File: src/rtl/control_sequencer.sv
// Control sequencer for the 8-bit accumulator CPU.
// A one-hot T1..T6 ring plus a HALT state. The fetch steps (T1-T3) are the
// same for every instruction. The execute steps (T4-T6) are decoded from the
// IR opcode. Every control output is a combinational decode of the registered
// state, the registered compare flag and the opcode. cp is only ever
// registered, so it has no combinational path to any output.
module control_sequencer (
    input  logic       clk,
    input  logic       clr,
    input  logic [3:0] opcode,
    input  logic       cp,
    output logic       ep,
    output logic       inc_pc,
    output logic       lj,
    output logic       lm,
    output logic       ce,
    output logic       li,
    output logic       ei,
    output logic       la,
    output logic       lb,
    output logic       ea,
    output logic       ev,
    output logic       co,
    output logic       n,
    output logic       lo,
    output logic       hlt,
    output logic       flag_gt,
    output logic [5:0] t_state
);

    localparam logic [3:0] OP_LDA = 4'h0;
    localparam logic [3:0] OP_ADD = 4'h1;
    localparam logic [3:0] OP_SUB = 4'h2;
    localparam logic [3:0] OP_CMP = 4'h3;
    localparam logic [3:0] OP_JGT = 4'h4;
    localparam logic [3:0] OP_JMP = 4'h5;
    localparam logic [3:0] OP_OUT = 4'hE;
    localparam logic [3:0] OP_HLT = 4'hF;

    // One-hot encoding. The low six bits are the externally visible T-state
    // ring. HALT sits in its own bit, so t_state reads 0 while halted.
    typedef enum logic [6:0] {
        S_T1   = 7'b0000001,
        S_T2   = 7'b0000010,
        S_T3   = 7'b0000100,
        S_T4   = 7'b0001000,
        S_T5   = 7'b0010000,
        S_T6   = 7'b0100000,
        S_HALT = 7'b1000000
    } state_t;

    state_t state_q;
    state_t state_d;
    logic   flag_q;
    logic   flag_d;

    // Opcode classes used by the execute decode.
    logic is_lda;
    logic is_add;
    logic is_sub;
    logic is_cmp;
    logic is_jgt;
    logic is_jmp;
    logic is_out;
    logic is_hlt;
    logic mem_operand;   // instructions that fetch an operand via MAR in T4
    logic alu_op;        // ADD/SUB: operand into B, then the adder result into A

    assign is_lda      = (opcode == OP_LDA);
    assign is_add      = (opcode == OP_ADD);
    assign is_sub      = (opcode == OP_SUB);
    assign is_cmp      = (opcode == OP_CMP);
    assign is_jgt      = (opcode == OP_JGT);
    assign is_jmp      = (opcode == OP_JMP);
    assign is_out      = (opcode == OP_OUT);
    assign is_hlt      = (opcode == OP_HLT);
    assign mem_operand = is_lda | is_add | is_sub | is_cmp;
    assign alu_op      = is_add | is_sub;

    // State and compare-flag registers. clr overrides everything, including HALT.
    always_ff @(posedge clk) begin
        if (clr) begin
            state_q <= S_T1;
            flag_q  <= 1'b0;
        end else begin
            state_q <= state_d;
            flag_q  <= flag_d;
        end
    end

    // Next-state ring. HLT leaves the ring at the end of T4. Only clr exits HALT.
    always_comb begin
        state_d = state_q;
        unique case (state_q)
            S_T1:    state_d = S_T2;
            S_T2:    state_d = S_T3;
            S_T3:    state_d = S_T4;
            S_T4:    state_d = is_hlt ? S_HALT : S_T5;
            S_T5:    state_d = S_T6;
            S_T6:    state_d = S_T1;
            S_HALT:  state_d = S_HALT;
            default: state_d = S_T1;
        endcase
    end

    // The compare flag is written only as CMP leaves T6, and it holds otherwise.
    always_comb begin
        flag_d = flag_q;
        if ((state_q == S_T6) && is_cmp) begin
            flag_d = cp;
        end
    end

    // Control-word decode. Only one bus driver (ep/ce/ei/ea/ev) is selected
    // in any state.
    always_comb begin
        ep     = 1'b0;
        inc_pc = 1'b0;
        lj     = 1'b0;
        lm     = 1'b0;
        ce     = 1'b0;
        li     = 1'b0;
        ei     = 1'b0;
        la     = 1'b0;
        lb     = 1'b0;
        ea     = 1'b0;
        ev     = 1'b0;
        co     = 1'b0;
        n      = 1'b0;
        lo     = 1'b0;
        unique case (state_q)
            // Fetch: PC to MAR, increment PC, RAM to IR.
            S_T1: begin
                ep = 1'b1;
                lm = 1'b1;
            end
            S_T2: begin
                inc_pc = 1'b1;
            end
            S_T3: begin
                ce = 1'b1;
                li = 1'b1;
            end
            // T4: the operand address goes to MAR, the jump target goes to PC,
            // or A goes to the output register.
            S_T4: begin
                if (mem_operand) begin
                    ei = 1'b1;
                    lm = 1'b1;
                end
                if (is_jmp || (is_jgt && flag_q)) begin
                    ei = 1'b1;
                    lj = 1'b1;
                end
                if (is_out) begin
                    ea = 1'b1;
                    lo = 1'b1;
                end
            end
            // T5: the memory operand goes into A (LDA) or into B (ALU/compare).
            S_T5: begin
                if (mem_operand) begin
                    ce = 1'b1;
                end
                if (is_lda) begin
                    la = 1'b1;
                end
                if (alu_op || is_cmp) begin
                    lb = 1'b1;
                end
                if (is_sub) begin
                    n = 1'b1;
                end
            end
            // T6: write the adder result back to A, or gate the comparator.
            S_T6: begin
                if (alu_op) begin
                    ev = 1'b1;
                    la = 1'b1;
                end
                if (is_sub) begin
                    n = 1'b1;
                end
                if (is_cmp) begin
                    co = 1'b1;
                end
            end
            S_HALT: begin
            end
            default: begin
            end
        endcase
    end

    assign t_state = state_q[5:0];
    assign hlt     = (state_q == S_HALT);
    assign flag_gt = flag_q;

endmodule

File: config.mk
export PLATFORM = sky130hd
export DESIGN_NAME = control_sequencer
export DESIGN_NICKNAME = d
export VERILOG_FILES = /design/src/rtl/control_sequencer.sv
export SDC_FILE = /design/constraint.sdc
export NUM_CORES = 1
export LEC_CHECK = 0
export CORE_MARGIN = 3
export CORE_UTILIZATION = 42
export CTS_BUF_LIST = sky130_fd_sc_hd__clkbuf_16
export DETAILED_ROUTE_END_ITERATION = 10
export PLACE_DENSITY_LB_ADDON = 0.08
export SLEW_MARGIN = 10
export SYNTH_ARGS = -nofsm -noshare
export SYNTH_HDL_FRONTEND = slang
export SYNTH_SLANG_ARGS = --single-unit
File: constraint.sdc
create_clock -name clk -period 4.6 [get_ports clk]
set_input_delay 0.92 -clock clk [delete_from_list [all_inputs] [get_ports clk]]
set_output_delay 0.92 -clock clk [all_outputs]
set_load 0.05 [all_outputs]
* Word-level counts from Yosys, hierarchy flattened
Index checks and enable logic that the tools add are counted.
** Storage, ports and cells
- Register bits after elaboration :: 8
- Input bits :: 7
- Output and inout port bits :: 22
- Word-level logic and storage cells :: 50
** Cells by class
- Equality and inequality tests :: 14
- Muxes and demuxes :: 24
- Bitwise operators :: 4
- Reductions and logical operators :: 6
** Operator list (number)
- case mux 7 bit (6 select lines) :: 1
- 2-to-1 mux 1 bit :: 19
- == test 4 x 2 -> 1 bit (second input constant) :: 2
- == test 4 x 3 -> 1 bit (second input constant) :: 2
- == test 4 bit (second input constant) :: 2
- == test 7 x 1 -> 1 bit (second input constant) :: 1
- == test 7 x 2 -> 1 bit (second input constant) :: 1
- == test 7 x 3 -> 1 bit (second input constant) :: 1
- == test 7 x 4 -> 1 bit (second input constant) :: 1
- == test 7 x 5 -> 1 bit (second input constant) :: 1
- == test 7 x 6 -> 1 bit (second input constant) :: 1
- == test 7 bit (second input constant) :: 1
- 2-to-1 mux 7 bit :: 1
- case mux 1 bit (2 select lines) :: 3
- == test 4 x 1 -> 1 bit (second input constant) :: 1
- zero test 4 bit :: 1
- OR 1 bit :: 4
- logical AND 1 bit :: 2
- logical OR 1 bit :: 2
- OR reduction 2 bit :: 1

* Depth between registers and ports, before layout
Gate-level depths: netlist (run 1).
- Depth after elaboration :: 7
- Mapped depth :: 4
- Gate-level depth less buffers :: 3

* Worst setup path before layout (run 1)
No wires, ideal clock.
- Kind :: input-to-output
- Start point :: input port opcode[0]
- End point :: output port lo
- Data arrival time :: 2.583 ns
- Required time :: 3.680 ns
- Slack :: 1.097 ns
- Stages on the path :: 3
- Buffers on the path :: 1
- Path through :: nand2b_1 > nor3_1 > buf_4
** On the way
- Cells in the longest elaborated chain, start to end :: 3
** Ends and longest elaborated chain
- from (decl) :: line 10 : input logic [3:0] opcode,
- == test 4 bit :: line 75 : assign is_out = (opcode == OP_OUT);
- 2-to-1 mux 1 bit (2 in series)
- to (decl) :: line 25 : output logic lo,
No other way between the ends.

* Final worst setup path (run 1)
- Start point :: input port opcode[3]
- End point :: output port la
** On the way
- Cells in the longest elaborated chain, start to end :: 4
- Elaborated cells between the ends (all ways) :: 7
- Those cells by class :: eq/ne (2); mux (3); bitwise (1); reduce/logical (1)
** Ends and longest elaborated chain
- == test 4 x 1 -> 1 bit / == test 4 x 2 -> 1 bit (equally long branches) :: line 70, 71
- OR 1 bit :: line 78 : assign alu_op = is_add | is_sub;
- 2-to-1 mux 1 bit :: line 177 : if (alu_op) begin
- case mux 1 bit (2 select lines) * :: line 131 : unique case (state_q)
- to (decl) :: line 19 : output logic la,
Every way passes the cells marked *; elsewhere a longest branch is shown, timed or not.

==> run summary, run 1 <==
Peak Freq: 246.7 MHz
clk buf depth: 2
CORE AREA: 0.001334 sq mm
period utilization: 88.11%
Crit path largest cell delay: 0.82 ns
Max VDD drop: 195.1 uV
placed insts: 104
Starting Density: 45.68%
Seq cells post-synth: 8
Iteration-0 DRC Markers: 6
Clock Sinks: 8
worst skew pair latency: 0.23 ns
Inserted Clock Buffers: 3
area delta synth->final: 52.16%
die height: 44.09 um
worst slew pin tran: 0.5100 ns
Post-Synth XOR/XNOR Area: 4.312%
net switching power: 98.57 uW
# DRC: 0
chip width: 44.09 um
Crit Path Max Fanout: 7
Placement Cell Area: 852.1 sq um
# Max-Cap Violations: 0
Int Power: 218.9 uW
Vias/cell: 5.421
run status: complete, no violations
Setup-failing EPs final: 0
CP arrival: 3.13 ns
Crit Path Class: input port to primary output
# diodes: 0
post-synthesis simple-gate area fraction: 44.35%
WP buf/inv: 2
skew final: 0.0006172 ns
clock-pin slew on the worst setup and hold paths: 0.04 ns
Comb pwr share: 28.3%
Worst path most repeated cell: clkdlybuf4s50_1
CP startpoint kind: input port
TritonCTS clock tree: yes
crit-path cells: clkdlybuf4s50_1, nor4b_1, nand3_1, o22ai_1, clkdlybuf4s50_1
largest net degree at the start of global routing: 11
DP HPWL: 1180 um
post-route non-filler standard cell count: 107
Yosys top cell area share: 26.28%
Total GRT Usage: 16.53%
number of global-route vias before repair: 552
Hold Crit Depth: 2
# IOs: 29
DRT Wirelength: 1508 um
Avg Cell Area, Syn: 8.831 sq um
Clk network pwr share: 46.3%
Hold Crit Class: flip-flop to flip-flop
Warnings, synthesis: 0
unrepaired setup endpoints after global routing: false
clk root buf: clkbuf_16
GPL Wtd Cong: 0.7354
Routed Antenna Nets: 0
hold buffers post-CTS: 0
R2R depth: 3
Slew Limit Fails: 0
switching share of power: 31.05%
count of cell types in the netlist: 33
post-synth top area cell: dfxtp_1
post-CTS sizing: 0
share of layout cells above drive strength 1: 11.96%
Synth Instances: 69
Final Net Count: 101
row count: 13
nature of the critical path endpoint: primary output
syn nets: 76
Routed WL per cell: 14.09 um
Pre-antenna DRT Iters: 4
Flop pwr share: 25.4%
via count: 580
minimum hold slack: 0.5080 ns
Hold Violations, Final: 0
P per Cell Area: 342.4 mW/mm^2
Reg2Reg Setup Slack: 3.20 ns
mapped cell area: 609.3 sq um
first-pass GRT wire length: 2456 um
fin area: 927.1 sq um
minimum clock period: 4.053 ns
CTS H-Tree Depth: 1
CP required: 3.68 ns
Worst slew margin: 65.89%
# port buffers: 28
Crit path max-delay family: buffers and inverters
Post-CTS Setup Bufs: 0
post-synthesis compound-gate area fraction: 11.70%
setup TNS: 0 ns
initial antenna violation count: 0
adder and majority cell fraction of the synthesized area: 0%
DIE AREA: 0.001944 sq mm
Hold Crit Start: flag_gt$_SDFFE_PP0P_
largest family of logic cells by synthesized area: simple AND/OR/NAND/NOR gates
total gr overflow: 0
worst r2r src: state_q[2]$_SDFF_PP0_
post-synthesis mux area share: 1.643%
sequential area share after synthesis: 26.28%
Worst Hold Endpoint: flag_gt$_SDFFE_PP0P_
leakage power: 0.0003382 uW
worst flop-to-flop path endpoint: state_q[0]$_SDFF_PP1_
ranking of synthesized cells by area: dfxtp_1, buf_4, nor4_4
Worst path slowest cell: clkdlybuf4s50_1
sequential cells by signal (all words and copies together) (netlist names):
name     flops
state_q      7
flag_gt      1
synthesized netlist by cell type:
library cell / count
o211ai_1: 1
or2_2: 1
inv_1: 4
nor4b_1: 2
nand4_1: 1
xnor2_1: 1
and2_1: 1
o21bai_1: 1
nor4_4: 2
nor3_2: 1
o31ai_2: 1
nor3b_1: 2
a31o_2: 1
and2b_1: 1
nor2_1: 7
buf_1: 1
nand3_1: 3
nor3_1: 2
o22ai_1: 2
a211oi_2: 1
o21ai_0: 1
xor2_1: 2
nand4bb_1: 1
nor2b_1: 1
nand2_1: 3
mux2i_1: 1
and4_1: 2
nand4bb_4: 1
dfxtp_1: 8
nand2b_1: 4
a21oi_1: 1
nand4b_1: 1
buf_4: 7
worst max path at each step:
| stage | from | to | slack (ns) | cells after the start |
|---|---|---|---|---|
| after floorplan | opcode[0] | lo | 1.10 | 3 |
| after global placement | opcode[3] | la | 0.64 | 5 |
| after detailed placement | opcode[3] | la | 0.53 | 5 |
| after CTS | opcode[3] | la | 0.54 | 5 |
| after global routing | opcode[3] | la | 0.41 | 5 |
| final | opcode[3] | la | 0.55 | 5 |
power by group through the flow:
stage | Clock [uW] | Sequential, uW | Combinational, uW
2_1_floorplan | 0 | 80.1 | 65.3
3_3_place_gp | 0 | 81.3 | 89.2
3_5_place_dp | 0 | 81.5 | 90.5
4_1_cts | 148 | 80.6 | 90.7
5_1_grt | 154 | 81.1 | 94.4
6_report | 147 | 80.7 | 89.8
kinds of logic (layout without fill, tap and decap cells):
| family | Yosys count | count (layout) |
|---|---|---|
| buf+inv | 12 | 35 |
| mux | 1 | 1 |
| flops | 8 | 8 |
| compound gates | 9 | 9 |
| simple gates | 36 | 36 |
| xor+xnor | 3 | 3 |
area by class of cell:
class,instances,area [sq um]
tap,15,18.77
sequential,8,160.2
inverter,4,15.01
multi-input combinational,49,377.9
fill,123,406.6
timing repair buffer,28,280.3
clock buffer,3,75.07
per-stage QoR:
stage                     util, %  power [uW]  setup slack, ns
final                       69.51       317.5           0.5472
after global routing        69.51       329.1           0.4087
after CTS                   69.51       319.1           0.5406
after detailed placement    63.88       172.0           0.5318
after global placement      63.88       170.5           0.6409
after floorplan                 -       145.4            1.097
worst register-to-register path, cell delays in order (launching register included):
cell and delay (ns):
dfxtp_1 0.37, nor3_2 0.35, nand4b_1 0.30, a31o_2 0.28
metal layers:
metal / GRT usage [%] / vias up / part of all wire [%]
met5: 0 / - / 0
met2: 26.74 / 27 / 47
li1: - / 285 / -
met4: 5.422 / 0 / 0.86
met3: 6.098 / 2 / 7.4
met1: 20.20 / 266 / 45
cells in the final DEF (no fill, tap or decap), drive strengths merged, types with 2 or more instances in the layout:
master         count
nor2               7
xor2               2
nand3              3
nor4b              2
inv                4
nor3b              2
dfxtp              8
and4               2
nand2              3
nor4               2
o22ai              2
clkdlybuf4s50     28
nand4bb            2
nor3               3
clkbuf             3
nand2b             4
No activity file was read; power rests on OpenSTA's default activity.
==> inputs of run 2 (changes only) <==
- REMOVE_ABC_BUFFERS: default -> 1
==> run 2 against run 1 <==
Against the previous run: first-iteration DRC count is 83% higher; total power down 0.86%; register-to-register slack better by 0.04 ns; critical path depth is the same; count of clock-buffer cells in the layout stayed put.
==> run summary, run 2 (same netlist as run 1, synthesis figures left out) <==
hold buffers post-CTS: 0
crit-path cells: clkdlybuf4s50_1, nor4b_1, nand3_1, o22ai_1, clkdlybuf4s50_1
minimum clock period: 4.057 ns
nature of the critical path endpoint: primary output
# port buffers: 28
Final Net Count: 101
CP required: 3.68 ns
worst slew pin tran: 0.5200 ns
Hold Crit Start: flag_gt$_SDFFE_PP0P_
Worst path most repeated cell: clkdlybuf4s50_1
die height: 44.09 um
Slew Limit Fails: 0
DIE AREA: 0.001944 sq mm
Peak Freq: 246.5 MHz
Crit Path Max Fanout: 7
Inserted Clock Buffers: 3
Reg2Reg Setup Slack: 3.24 ns
chip width: 44.09 um
Filler Cell Count: 110
unrepaired setup endpoints after global routing: false
# Max-Cap Violations: 0
clock-pin slew on the worst setup and hold paths: 0.04 ns
setup TNS: 0 ns
Hold Crit Class: flip-flop to flip-flop
Pre-antenna DRT Iters: 5
Post-CTS Setup Bufs: 0
TritonCTS clock tree: yes
Worst slew margin: 65.22%
first-pass GRT wire length: 2484 um
row count: 13
area delta synth->final: 52.16%
number of global-route vias before repair: 544
leading cell types in the layout, fill and taps excluded: clkdlybuf4s50_1, dfxtp_1, nor2_1, inv_1, nand2b_1
Vias/cell: 5.654
largest net degree at the start of global routing: 11
worst skew pair latency: 0.23 ns
WP buf/inv: 2
commonest non-fill, non-tap cell in the layout: clkdlybuf4s50_1
# IOs: 29
Setup-failing EPs final: 0
CTS H-Tree Depth: 1
Crit path largest cell delay: 0.82 ns
CP startpoint kind: input port
Crit path max-delay family: buffers and inverters
Hold Violations, Final: 0
Crit Path Class: input port to primary output
Total GRT Usage: 17.31%
Clock Sinks: 8
Max VDD drop: 345.2 uV
Routed WL per cell: 14.71 um
Hold Crit Depth: 2
clk root buf: clkbuf_16
worst flop-to-flop path endpoint: state_q[0]$_SDFF_PP1_
post-CTS sizing: 0
Worst path slowest cell: clkdlybuf4s50_1
leakage power: 0.0003382 uW
clk buf depth: 2
skew final: 0.001095 ns
max reg flops: 7
# diodes: 0
GPL Wtd Cong: 0.8085
Routed Antenna Nets: 0
initial antenna violation count: 0
DRT Wirelength: 1574 um
Tot Pwr: 314.7 uW
P per Cell Area: 339.5 mW/mm^2
share of layout cells above drive strength 1: 11.96%
Worst Hold Endpoint: flag_gt$_SDFFE_PP0P_
Iteration-0 DRC Markers: 11
CP arrival: 3.14 ns
worst r2r src: state_q[1]$_SDFF_PP0_
R2R depth: 3
total gr overflow: 0
run status: complete, no violations
Starting Density: 45.68%
DP HPWL: 1156 um
# DRC: 0
period utilization: 88.20%
Largest Register: state_q
via count: 605
CORE AREA: 0.001334 sq mm
[run 2: how the worst max path moves through the flow]
stage / end / from / depth (start not counted)
floorplan: ea / state_q[0]$_SDFF_PP1_ / 3
global route: la / opcode[3] / 5
finish: la / opcode[3] / 5
detailed placement: la / opcode[3] / 5
CTS: la / opcode[3] / 5
global placement: la / opcode[3] / 5
[run 2: worst register-to-register path: cells and delay by family (launching register included)]
kind,cells,cell delay (ns)
DFF,1,0.39
and+or+nand+nor,1,0.42
AOI/OAI and AO/OA,2,0.44
[run 2: layout make-up]
| type | instances | area [sq um] | share of cell area [%] |
|---|---|---|---|
| clock buffer | 3 | 75.07 | 8.097 |
| inverter | 4 | 15.01 | 1.619 |
| multi-input combinational | 49 | 377.9 | 40.76 |
| sequential | 8 | 160.2 | 17.27 |
| tap | 15 | 18.77 | 2.024 |
| timing repair buffer | 28 | 280.3 | 30.23 |
[run 2: layer usage]
metal | global-route usage, % | vias to the layer above | wire, um
met5 | 0 | - | 0
met1 | 22.47 | 289 | 681
li1 | - | 290 | -
met3 | 5.285 | 7 | 75
met2 | 25.87 | 19 | 787
met4 | 8.434 | 0 | 30
[run 2: power by group]
part,total [uW],switching (uW),internal (uW)
Combinational,90.5,57.1,33.4
Clock,143,31.5,112
Sequential,80.9,7.47,73.4
[run 2: per-stage QoR]
stage          hold WS, ns  utilization (%)  cell area, sq um  cells  setup WS (ns)
2_1_floorplan       0.5339                -             553.0     61         0.3999
3_3_place_gp        0.4943            63.88             852.1    104         0.6067
3_5_place_dp        0.4890            63.88             852.1    104         0.5326
4_1_cts             0.4992            69.51             927.1    107         0.5374
5_1_grt             0.5186            69.51             927.1    107         0.3816
6_report            0.4923            69.51             927.1    107         0.5430
